<file path="src/rtl/multipath_spy_delay_monitor.sv">
// Multi-channel delay-chain spy monitor: launches a word into CHANNELS non-inverting
// NAND chains, captures it after a programmable delay and flags any bit that changed.
module multipath_spy_delay_monitor #(
    parameter int CHANNELS       = 4,
    parameter int STAGES         = 16,
    parameter int CAPTURE_CYCLES = 2,
    parameter int TRIG_COUNT     = 8,
    parameter int PAYLOAD_MODE   = 0,
    parameter int TARGET_CH      = 0
) (
    input  logic                CLK,
    input  logic                RST,
    input  logic                VCC,
    input  logic                GND,
    input  logic                START,
    input  logic [CHANNELS-1:0] LAUNCH_VAL,
    input  logic                HT_IN1,
    input  logic                HT_IN2,
    output logic [CHANNELS-1:0] CH_OUT,
    output logic [CHANNELS-1:0] CAPTURE,
    output logic [CHANNELS-1:0] MISMATCH,
    output logic                BUSY,
    output logic                DONE,
    output logic                HT_ARMED,
    output logic [15:0]         RUN_COUNT
);

    typedef enum logic [1:0] {IDLE, WAIT, CAPT, FIN} state_t;

    localparam logic [7:0]  WAIT_INIT = 8'(CAPTURE_CYCLES - 1);
    localparam logic [15:0] TRIG_LAST = 16'(TRIG_COUNT - 1);

    state_t              state;
    logic [CHANNELS-1:0] launch_reg;
    logic [7:0]          wait_cnt;
    logic [15:0]         trig_cnt;
    logic [15:0]         run_count;
    logic                t_q;
    logic                ht_armed;
    logic                trig;

    function automatic logic payload_fn(input logic x, input logic vcc, input logic gnd);
        return (PAYLOAD_MODE == 0) ? (x ^ vcc) : (x & gnd);
    endfunction

    function automatic logic [15:0] sat_inc(input logic [15:0] v);
        return (v == 16'hFFFF) ? v : v + 16'd1;
    endfunction

    // Delay chains: two NAND-with-VCC gates per stage, so every stage output equals its input
    for (genvar i = 0; i < CHANNELS; i++) begin : g_ch
        for (genvar s = 0; s < STAGES; s++) begin : stg
            (* keep *) logic din;
            (* keep *) logic mid;
            (* keep *) logic dout;
            if (s == 0) begin : g_head
                assign din = launch_reg[i];
            end else begin : g_link
                assign din = stg[s-1].dout;
            end
            assign mid = ~(din & VCC);
            if (i == TARGET_CH && s == STAGES/2 - 1) begin : g_payload
                assign dout = ht_armed ? payload_fn(~(mid & VCC), VCC, GND) : ~(mid & VCC);
            end else begin : g_plain
                assign dout = ~(mid & VCC);
            end
        end
        assign CH_OUT[i] = stg[STAGES-1].dout;
    end

    assign trig      = HT_IN1 & HT_IN2;
    assign HT_ARMED  = ht_armed;
    assign RUN_COUNT = run_count;

    // Trigger: counts rising edges of HT_IN1&HT_IN2, arms on the TRIG_COUNT-th and then freezes
    always_ff @(posedge CLK or posedge RST) begin
        if (RST) begin
            t_q      <= 1'b0;
            trig_cnt <= 16'd0;
            ht_armed <= 1'b0;
        end else begin
            t_q <= trig;
            if (trig && !t_q && !ht_armed) begin
                trig_cnt <= trig_cnt + 16'd1;
                if (trig_cnt == TRIG_LAST)
                    ht_armed <= 1'b1;
            end
        end
    end

    // Launch/capture FSM
    always_ff @(posedge CLK or posedge RST) begin
        if (RST) begin
            state      <= IDLE;
            launch_reg <= '0;
            wait_cnt   <= 8'd0;
            CAPTURE    <= '0;
            MISMATCH   <= '0;
            BUSY       <= 1'b0;
            DONE       <= 1'b0;
            run_count  <= 16'd0;
        end else begin
            DONE <= 1'b0;
            case (state)
                IDLE: begin
                    if (START) begin
                        launch_reg <= LAUNCH_VAL;
                        wait_cnt   <= WAIT_INIT;
                        state      <= WAIT;
                        BUSY       <= 1'b1;
                    end
                end
                WAIT: begin
                    if (wait_cnt == 8'd0)
                        state <= CAPT;
                    else
                        wait_cnt <= wait_cnt - 8'd1;
                end
                CAPT: begin
                    CAPTURE  <= CH_OUT;
                    MISMATCH <= CH_OUT ^ launch_reg;
                    DONE     <= 1'b1;
                    state    <= FIN;
                end
                FIN: begin
                    run_count <= sat_inc(run_count);
                    state     <= IDLE;
                    BUSY      <= 1'b0;
                end
                default: begin
                    state <= IDLE;
                    BUSY  <= 1'b0;
                end
            endcase
        end
    end

endmodule

</file>
<file path="config.mk">
export PLATFORM = sky130hd
export DESIGN_NAME = multipath_spy_delay_monitor
export DESIGN_NICKNAME = d
export VERILOG_FILES = /design/src/rtl/multipath_spy_delay_monitor.sv
export SDC_FILE = /design/constraint.sdc
export NUM_CORES = 1
export LEC_CHECK = 0
export ABC_AREA = 1
export CAP_MARGIN = 20
export CORE_ASPECT_RATIO = 0.5
export CORE_UTILIZATION = 50
export CTS_CLUSTER_DIAMETER = 120
export DETAILED_ROUTE_END_ITERATION = 8
export GPL_ROUTABILITY_DRIVEN = 0
export PLACE_DENSITY = 0.7
export RECOVER_POWER = 50
export SYNTH_ARGS = -nofsm -noshare
export SYNTH_HDL_FRONTEND = slang
export SYNTH_SLANG_ARGS = --single-unit
</file>
<file path="constraint.sdc">
create_clock -name CLK -period 4.3 [get_ports CLK]
set_input_delay 1.29 -clock CLK [delete_from_list [all_inputs] [get_ports CLK]]
set_output_delay 1.29 -clock CLK [all_outputs]
set_load 0.02 [all_outputs]
</file>
==> flow_metrics.py, run 1 <==
metrics = {
    "cts": {
        "clockBufferDepth": 2,
        "htreeDepth": 3,
        "post_cts_resize_count": 0,
        "cts.sinks": 58,
        "cts_made_buffers": 9,
        "root_buffer": "clkbuf_16",
        "hold_buffers": 0,
        "path_clk_slew_ns": 0.05,
        "cts_tree": "yes",
        "cts_setup_buffers": 0,
        "clkLatencyLatePin_ns": 0.33,
    },
    "drt": {
        "drt-initial-drc-count": 167,
        "first_pass_iters": 5,
        "num_vias": 2887,
        "drc": 0,
        "post_drt_via_cell_ratio": 4.927,
        "totalWireLength_um": 6997,
        "wl_per_cell_um": 11.94,
        "ant_nets": 0,
    },
    "timing": {
        "final-setup-viol-count": 0,
        "tns_ns": 0,
        "max_freq_mhz": 243.5,
        "fin_crit_sh_pct": 95.49,
        "fin_skew_ns": 0.006326,
        "hold_violations": 0,
        "period_needed_ns": 4.106,
        "whs_ns": 0.4574,
        "slew_violations": 1,
        "worst_slew_pin_slew_ns": 1.490,
        "relSlewSlack_pct": -0.4040,
        "grt_setup_unrepaired": "no",
    },
    "final_layout": {
        "area_growth_pct": 21.27,
        "final_layout_size_suffix_gt1_share_pct": 8.233,
        "layout_commonest_cell": "nand2_1",
        "final_util_pct": 64.86,
        "n_antenna_cell": 0,
        "final_net_count": 513,
        "final_cells": 586,
        "layout_common_cells": "nand2_1 (154), dfrtp_1 (58), nor2_1 (55), inv_1 (54), clkdlybuf4s50_1 (36)",
    },
    "critical_path": {
        "rr_startpoint": "RUN_COUNT[1]",
        "r2r_setup_slack_ns": 1.48,
        "setup.worst_path.end_class": "primary output",
        "crit_fanout": 5,
        "critical_path_class": "in -> out",
        "startpoint_type": "primary input",
        "path_cells": "dlygate4sd3_1, inv_1, or2_2, clkdlybuf4s50_1",
        "cp.arrival_ns": 2.82,
        "reg2reg_depth": 6,
        "r2r_end": "RUN_COUNT[5]",
        "required_ns": 3.01,
        "cp_slowest_cell": "dlygate4sd3_1",
        "slowest_delay_ns": 0.62,
    },
    "global_routing": {
        "antenna_found_initial": 0,
        "grt_pass1_vias": 2699,
        "grt_max_degree": 29,
        "grt_overflow": 0,
        "grt_use_total_pct": 22.59,
        "grt_pass1_wl_um": 12190,
    },
    "synth": {
        "synth_nets": 472,
        "postSynthCellCount": 452,
        "syn_avg_cell_area_um2": 7.432,
        "netlist_area_um2": 3359,
        "yosysWarnings": 0,
    },
    "pwr": {
        "leakage_nw": 1.963,
        "total_power_w": 0.002233,
        "power.density_nw_per_um2": 548.1,
        "irDropWorstVdd_mv": 0.3063,
    },
    "floorplanning": {
        "die_w_um": 117.9,
        "initial_core_util_pct": 53.49,
        "ios": 42,
        "rows": 20,
        "die_y_um": 59.96,
        "core_area_um2": 6281,
        "dieArea_um2": 7070,
    },
    "placed_design": {
        "place_hpwl_um": 5062,
        "io_buffer_count": 40,
        "dp_cells": 570,
    },
    "status": {
        "violations": "max-capacitance violations, max-slew violations",
        "status": "finished with violations",
    },
    "min_path": {
        "hold_class": "reg -> reg",
        "min_from": "launch_reg[3]",
        "min_to": "MISMATCH[3]",
        "holdPathStages": 1,
    },
    "run": {
        "cap_violations": 1,
    },
}
-- worst max-delay path: cells and delay by family --
kind	cells	cell delay, ns
buffers and inverters	3	1.24
and+or+nand+nor	1	0.29
-- worst max-delay path by stage --
stage | start | to | slack [ns] | cells after the start
after detailed placement | VCC | CH_OUT[1] | 0.27 | 4
after CTS | VCC | CH_OUT[1] | 0.26 | 4
after global placement | VCC | CH_OUT[1] | 0.26 | 4
final | VCC | CH_OUT[1] | 0.19 | 4
after global routing | VCC | CH_OUT[1] | 0.11 | 4
after floorplan | VCC | CH_OUT[1] | 1.13 | 4
-- where the power goes --
group / switching, W / leakage (nW) / internal [W]
clock network: 0.000232 / 0.152 / 0.000467
registers: 0.0000864 / 0.724 / 0.000662
logic: 0.000473 / 1.09 / 0.000313
total: 0.000791 / 1.96 / 0.00144
-- layer usage --
| layer | vias to the layer above | part of all wire (%) | global-route usage [%] |
|---|---|---|---|
| li1 | 1503 | - | - |
| met1 | 1332 | 51 | 28.55 |
| met2 | 47 | 44 | 36.97 |
| met3 | 5 | 3.7 | 7.156 |
| met4 | 0 | 0.97 | 8.791 |
| met5 | - | 0 | 0 |
-- layout make-up --
type,instances,area [um^2]
Clock inverter,1,5.005
Sequential cell,58,1451
Inverter,54,202.7
Multi-Input combinational cell,328,1599
Clock buffer,15,297.8
Tap cell,88,110.1
Fill cell,572,2207
Timing Repair Buffer,42,407.9
-- through the flow --
stage,instance area (um^2),worst slack (ns)
after floorplan,3359,1.133
after global placement,3797,0.2634
after detailed placement,3797,0.2665
after CTS,4100,0.2649
after global routing,4074,0.1091
final,4074,0.1938
(Power assumes the default switching activity.)
==> run 2, diff against run 1 <==
--- a/config.mk
+++ b/config.mk
@@ -9,7 +9,7 @@
 export CAP_MARGIN = 20
 export CORE_ASPECT_RATIO = 0.5
 export CORE_UTILIZATION = 50
-export CTS_CLUSTER_DIAMETER = 120
+export CTS_CLUSTER_DIAMETER = 30
 export DETAILED_ROUTE_END_ITERATION = 8
 export GPL_ROUTABILITY_DRIVEN = 0
 export PLACE_DENSITY = 0.7
==> results of run 2 <==
Same layout as run 1: the final DEF is identical, and so are final timing and power.
==> run 3, diff against run 2 <==
--- a/config.mk
+++ b/config.mk
@@ -12,7 +12,7 @@
 export CTS_CLUSTER_DIAMETER = 30
 export DETAILED_ROUTE_END_ITERATION = 8
 export GPL_ROUTABILITY_DRIVEN = 0
-export PLACE_DENSITY = 0.7
+export PLACE_DENSITY = 0.71
 export RECOVER_POWER = 50
 export SYNTH_ARGS = -nofsm -noshare
 export SYNTH_HDL_FRONTEND = slang
==> flow_metrics.py, run 3 (same netlist as run 1, synthesis figures left out) <==
metrics = {
    "critical_path": {
        "cp_slowest_cell": "dlygate4sd3_1",
        "path_cells": "dlygate4sd3_1, inv_1, or2_2, clkdlybuf4s50_1",
        "critical_path_class": "in -> out",
        "slowest_delay_ns": 0.64,
        "crit_fanout": 5,
        "setup.worst_path.end_class": "primary output",
        "cp.arrival_ns": 2.86,
        "startpoint_type": "primary input",
        "required_ns": 3.01,
    },
    "timing": {
        "final-setup-viol-count": 0,
        "max_freq_mhz": 241.2,
        "worst_slew_pin_slew_ns": 1.703,
        "hold_violations": 0,
        "slew_violations": 59,
        "whs_ns": 0.4587,
        "tns_ns": 0,
        "relSlewSlack_pct": -13.67,
        "fin_crit_sh_pct": 96.43,
        "period_needed_ns": 4.147,
        "grt_setup_unrepaired": "no",
        "fin_skew_ns": 0.004600,
    },
    "drt": {
        "wl_per_cell_um": 11.88,
        "ant_nets": 0,
        "totalWireLength_um": 6962,
        "num_vias": 2914,
        "drc": 0,
        "first_pass_iters": 6,
        "drt-initial-drc-count": 175,
        "post_drt_via_cell_ratio": 4.973,
    },
    "min_path": {
        "hold_class": "reg -> reg",
    },
    "floorplanning": {
        "dieArea_um2": 7070,
        "rows": 20,
        "core_area_um2": 6281,
        "die_y_um": 59.96,
        "initial_core_util_pct": 53.49,
        "die_w_um": 117.9,
        "ios": 42,
    },
    "cts": {
        "cts.sinks": 58,
        "clkLatencyLatePin_ns": 0.32,
        "post_cts_resize_count": 0,
        "cts_tree": "yes",
        "root_buffer": "clkbuf_16",
        "path_clk_slew_ns": 0.05,
        "hold_buffers": 0,
        "clockBufferDepth": 2,
        "htreeDepth": 3,
        "cts_made_buffers": 9,
        "cts_setup_buffers": 0,
    },
    "final_layout": {
        "layout_common_cells": "nand2_1 (154), dfrtp_1 (58), nor2_1 (56), inv_1 (54), clkdlybuf4s50_1 (36)",
        "final_layout_size_suffix_gt1_share_pct": 7.430,
        "n_antenna_cell": 0,
        "nFillCells": 540,
        "ff_latch_area_um2": 1451,
        "multiInputGateArea_um2": 1573,
        "final_net_count": 513,
        "area_growth_pct": 22.20,
        "layout_commonest_cell": "nand2_1",
        "final_cells": 586,
    },
    "placed_design": {
        "io_buffer_count": 40,
        "dp_cells": 570,
        "place_hpwl_um": 4893,
    },
    "global_routing": {
        "grt_use_total_pct": 21.61,
        "grt_pass1_wl_um": 11710,
        "antenna_found_initial": 0,
        "grt_overflow": 0,
        "grt_max_degree": 46,
        "grt_pass1_vias": 2630,
    },
    "pwr": {
        "leakage_nw": 1.981,
        "power.density_nw_per_um2": 573.5,
        "irDropWorstVdd_mv": 0.2776,
    },
    "run": {
        "cap_violations": 2,
    },
    "status": {
        "violations": "max-capacitance violations, max-slew violations",
        "status": "finished with violations",
    },
}
run 3: changes by cell type in the layout (fill, tap and decap cells not counted), sizes merged:
| cell | previous run | this run |
|---|---|---|
| buf | 0 | 2 |
| bufinv | 0 | 3 |
| clkinv | 1 | 2 |
| clkbuf | 17 | 11 |
run 3: metrics by stage:
| stage | util, % | area [um^2] | power, W | setup WS [ns] |
|---|---|---|---|---|
| CTS | 66.08 | 4150 | 0.002401 | 0.2465 |
| global route | 65.36 | 4105 | 0.002495 | 0.1001 |
| global placement | 60.46 | 3797 | 0.001535 | 0.2670 |
| finish | 65.36 | 4105 | 0.002354 | 0.1535 |
| detailed placement | 60.46 | 3797 | 0.001552 | 0.2465 |
| floorplan | - | 3359 | 0.001333 | 1.133 |
run 3: critical path, delay by kind of cell:
family / cells / cell delay (ns)
buffers and inverters: 3 / 1.28
AND/OR/NAND/NOR: 1 / 0.29
run 3: layer usage:
metal,global-route usage (%),wire length [um],vias up
li1,-,-,1500
met1,27.70,3426,1336
met2,34.87,3188,63
met3,6.679,242,15
met4,8.608,106,0
met5,0,0,-
run 3: final timing paths:
check	from	to	slack (ns)	cells past startpoint
setup / recovery	VCC	CH_OUT[2]	0.15	4
hold / removal	launch_reg[3]	MISMATCH[3]	0.46	1
setup reg to reg	RUN_COUNT[0]	RUN_COUNT[5]	1.39	6
hold reg to reg	launch_reg[3]	MISMATCH[3]	0.46	1
max in group asynchronous	RST	RUN_COUNT[15]	1.36	2
min in group asynchronous	RST	trig_cnt[10]	1.95	2
run 3: final cells by class:
cell class / count / area share [%]
clock buffer: 11 / 6.157
clock inverter: 5 / 2.438
inverter: 54 / 4.938
multi-input combinational: 328 / 38.31
sequential: 58 / 35.36
tap: 88 / 2.682
timing repair buffer: 42 / 10.12
run 3: power by group:
group	switching, W	internal [W]
logic	0.000464	0.000308
registers	0.0000909	0.000662
clock network	0.000235	0.000594
total	0.000790	0.00156
